<file path="config.mk">
export PLATFORM = sky130hd
export DESIGN_NAME = pipe_arbiter
export DESIGN_NICKNAME = d
export VERILOG_FILES = /design/src/rtl/pipe_arbiter.sv
export SDC_FILE = /design/constraint.sdc
export NUM_CORES = 1
export LEC_CHECK = 0
export ABC_AREA = 1
export BUFFER_PORTS_ARGS = -buffer_cell sky130_fd_sc_hd__buf_2
export CELL_PAD_IN_SITES_DETAIL_PLACEMENT = 0
export CELL_PAD_IN_SITES_GLOBAL_PLACEMENT = 1
export CORE_UTILIZATION = 31
export CTS_CLUSTER_DIAMETER = 50
export DETAILED_ROUTE_END_ITERATION = 8
export GPL_ROUTABILITY_DRIVEN = 0
export PLACE_DENSITY = 0.91
export SLEW_MARGIN = 10
export SYNTH_ARGS = -nofsm -noshare
export SYNTH_HDL_FRONTEND = slang
export SYNTH_SLANG_ARGS = --single-unit
export TNS_END_PERCENT = 1
</file>
<file path="constraint.sdc">
create_clock -name clk -period 2.2 [get_ports clk]
set_input_delay 0 -clock clk [delete_from_list [all_inputs] [get_ports clk]]
set_output_delay 0 -clock clk [all_outputs]
set_load 0.03 [all_outputs]
</file>
<file path="src/rtl/pipe_arbiter.sv">
// Round-robin front end that shares one fixed-latency 4-operand pipe between two
// requesters, tagging each issue so its result is steered back to the issuer.
module pipe_arbiter #(
    parameter int N   = 10,
    parameter int LAT = 3
) (
    input  logic           clk,
    input  logic           rst_n,
    input  logic           req0_valid,
    output logic           req0_ready,
    input  logic [4*N-1:0] req0_ops,
    input  logic           req1_valid,
    output logic           req1_ready,
    input  logic [4*N-1:0] req1_ops,
    output logic [N-1:0]   pipe_a,
    output logic [N-1:0]   pipe_b,
    output logic [N-1:0]   pipe_c,
    output logic [N-1:0]   pipe_d,
    input  logic [N-1:0]   pipe_f,
    output logic           rsp0_valid,
    output logic           rsp1_valid,
    output logic [N-1:0]   rsp_data,
    output logic           busy
);

    // Which requester wins the next tie.
    typedef enum logic {PRIO_REQ0, PRIO_REQ1} prio_e;

    prio_e          prio_q, prio_d;
    logic           gnt0, gnt1, xfer;
    logic [4*N-1:0] ops_sel;
    logic [LAT:0]   tag_valid;
    logic [LAT:0]   tag_id;

    always_comb begin
        // NOTE: every combinational output gets a default first, so no path leaves one unassigned and infers a latch.
        gnt0   = 1'b0;
        gnt1   = 1'b0;
        prio_d = prio_q;
        if (rst_n) begin
            if (req0_valid && (!req1_valid || prio_q == PRIO_REQ0)) begin
                gnt0 = 1'b1;
            end else if (req1_valid) begin
                gnt1 = 1'b1;
            end
        end
        // The pointer moves only on a real grant, to favour the other side.
        if (gnt0) begin
            prio_d = PRIO_REQ1;
        end else if (gnt1) begin
            prio_d = PRIO_REQ0;
        end
    end

    assign req0_ready = gnt0;
    assign req1_ready = gnt1;
    assign xfer       = gnt0 | gnt1;
    assign ops_sel    = gnt1 ? req1_ops : req0_ops;

    always_ff @(posedge clk) begin
        // NOTE: state uses non-blocking assignments so every register samples pre-edge values regardless of block order.
        if (!rst_n) begin
            prio_q <= PRIO_REQ0;
        end else begin
            prio_q <= prio_d;
        end
    end

    always_ff @(posedge clk) begin
        if (!rst_n) begin
            pipe_a <= '0;
            pipe_b <= '0;
            pipe_c <= '0;
            pipe_d <= '0;
        end else if (xfer) begin
            {pipe_a, pipe_b, pipe_c, pipe_d} <= ops_sel;
        end
    end

    // Stage k holds the tag of the issue presented to the pipe k cycles ago.
    always_ff @(posedge clk) begin
        if (!rst_n) begin
            tag_valid <= '0;
        end else begin
            tag_valid <= {tag_valid[LAT-1:0], xfer};
        end
    end

    // NOTE: the id bits are left unreset; they are only ever read qualified by their valid bit.
    always_ff @(posedge clk) begin
        tag_id <= {tag_id[LAT-1:0], gnt1};
    end

    assign rsp0_valid = tag_valid[LAT] & ~tag_id[LAT];
    assign rsp1_valid = tag_valid[LAT] &  tag_id[LAT];
    assign rsp_data   = pipe_f;
    assign busy       = |tag_valid;

endmodule
</file>
==> results by group <==
Global route
  • Initial antenna violation count: 0
  • GRT overflow: 0
  • Vias in the first global route: 2,410
  • All-Layer GR Usage: 15.05%
  • Global-route wire length before repair: 10,520 µm
  • Largest net degree at the start of global routing: 45

STA
  • Max-slew violations: 0
  • Minimum clock period: 1.886 ns
  • Setup_tns: 0 ns
  • Crit share post-route: 85.71%
  • Final setup vio count: 0
  • Relative slew slack: 69.23%
  • RSZ-0062 raised after global routing: false
  • Max Fclk: 0.5303 GHz
  • Worst Clk Skew: 0.005682 ns
  • Final Hold Fails: 0
  • Worst-Margin Slew: 0.4616 ns

Layout
  • Layout Nets: 615
  • Syn-to-layout area delta: 37.87%
  • Layout cell share with drive strength beyond 1: 31.80%
  • Final Util: 44.08%
  • Number of antenna diodes: 0

Synthesis
  • Most common library cells after synthesis: 125 x nand2_1, 65 x nand3_1, 57 x inv_1, 49 x dfxtp_1, 20 x nor2_2
  • Synthesized net count: 479
  • Synth Register Bits: 49
  • Syn Area/Cell: 6.789 µm²
  • Synth unique cells: 19
  • Most frequent cell after synthesis: nand2_1
  • Post-synth EDFFs: 0
  • Post-Syn Instances: 385
  • Async SR Flop Fraction: 0%
  • Area contributors post-synth: dfxtp_1 38%, nand2_1 18%, nand3_1 12%
  • Synth Flop Type: dfxtp_1
  • Leading area contributor after synthesis: dfxtp_1
  • Synthesized area: 2614 µm²
  • Register area share after synthesis: 37.53%
  • Synth top area share: 37.53%
  • Yosys warns: 0

Critical path
  • Family with the most delay on the worst path: buffers and inverters
  • Nature of the critical path endpoint: output port
  • CP max FO: 41
  • Setup CP Type: reg2out
  • CP max-delay cell: dfxtp_1
  • Startpoint types: flop
  • Worst Path Arrival: 1.89 ns
  • WP data required: 2.20 ns
  • CP peak stage delay: 0.37 ns
  • Worst path bufs/invs: 3
  • R2r setup slk: 0.54 ns
  • Worst-path cell chain: inv_1 -> nand2_2 -> nand2_4 -> inv_4 -> buf_2

Worst hold path
  • HP Class: in2out

Placement
  • PortBufs: 128
  • DP HPWL: 4510 µm

Detailed routing
  • Final ANT Viol Nets: 0
  • Initial drt markers: 37
  • Vias: 2,628
  • WL per Instance: 10.49 µm
  • Post-route DRC: 0
  • Vias/cell: 4.191
  • WL final: 6577 µm
  • Initial DRT Pass Iterations: 4

Power
  • Net Sw Frac: 30.85%
  • Combinational share of power: 27.2%
  • Peak supply drop: 0.2967 mV
  • Pwr/cell area: 671.3 nW/µm²
  • Total power: 0.002419 W
  • Static leakage: 2.108 nW
  • Sw Pwr: 0.0007462 W
  • Internal Pwr Total: 0.001673 W
  • Sequential share of power: 42.1%
  • Share of power burned in the clock network: 30.7%

Floorplanning
  • Die height: 93.83 µm
  • Core area: 8175 µm²
  • Die area: 8803 µm²
  • Row count: 33
  • Die W: 93.83 µm
  • Ports: 149
  • Initial Utilization: 31.97%

CTS
  • Worst-case clock buffer depth: 2
  • Hold-fix buffers at CTS: 31
  • TritonCTS Buffers: 5
  • Post-CTS resize count: 0
  • Clock sink count: 49
  • Clock transition at path regs: 0.08 ns
  • CTS tree: done
  • Number of setup buffers added after CTS: 0
  • CTS Root Cell: clkbuf_8
  • Clock latency on the worst-skew pair: 0.30 ns
  • CTS H-tree depth: 2

Status
  • Status: complete, no violations

Job
  • Maxcap violations: 0
-- flip-flops by register name (all words and copies together) (netlist names) --
signal     flops
pipe_c        10
prio_q         1
tag_valid      4
tag_id         4
pipe_d        10
pipe_a        10
pipe_b        10
-- layer usage --
layer  up-vias  track usage (%)  wire length (µm)  share of wire (%)
met5         -                0                 0                  0
met2        88            27.55              3245                 49
met1      1108            17.33              2879                 44
li1       1422                -                 -                  -
met4         0            5.385                93                1.4
met3        10            2.670               359                5.5
-- metrics by stage --
| stage | instances | instance area (µm²) | hold WS [ns] | setup slack [ns] |
|---|---|---|---|---|
| after floorplan | 385 | 2614 | 0.1317 | 1.093 |
| after global placement | 588 | 3159 | 0.0002048 | 0.5355 |
| after detailed placement | 588 | 3159 | 0.0002048 | 0.4972 |
| after CTS | 627 | 3603 | 0.0002048 | 0.2476 |
| after global routing | 627 | 3603 | 0.00005727 | 0.1303 |
| final | 627 | 3603 | 0.00001319 | 0.3143 |
-- worst paths after layout --
check / start / endpoint / depth (start not counted)
setup / recovery: prio_q / req1_ready / 5
hold / removal: pipe_f[7] / rsp_data[7] / 0
setup reg to reg: prio_q / pipe_b[0] / 7
hold reg to reg: tag_id[0] / tag_id[1] / 0
-- cell families (layout without fill, tap and decap cells) --
family                 Yosys count  count (layout)  share of synthesized area (%)
DFF                             49              49                          37.53
AOI/OAI and AO/OA                1               1                         0.3830
and+or+nand+nor                244             244                          44.14
buffers and inverters           91             228                          17.95
-- power by group through the flow --
stage	clock, W	sequential, W	combinational (W)
detailed placement	0	0.00104	0.000621
global placement	0	0.00104	0.000616
CTS	0.000770	0.00102	0.000662
finish	0.000742	0.00102	0.000657
global route	0.000795	0.00103	0.000722
floorplan	0	0.00119	0.000320
-- final cells by class --
type	count	area (µm²)
clock buffer	5	68.82
tap	105	131.4
fill	881	4572
sequential	49	980.9
clock inverter	3	65.06
inverter	60	235.2
timing repair buffer	160	958.4
multi-input combinational	245	1164
-- layout by cell type (no fill, tap or decap), types with 2 or more instances in the layout --
cell           count
nand2_2            2
nand3_1           65
nand2_1          125
inv_1             57
nor2_2            20
nor2_1            13
bufinv_16          2
inv_4              2
dfxtp_1           49
buf_2            128
nand2_4            2
nand3b_1          15
dlygate4sd3_1     31
clkbuf_8           5
Power figures use the tool's default switching activity.
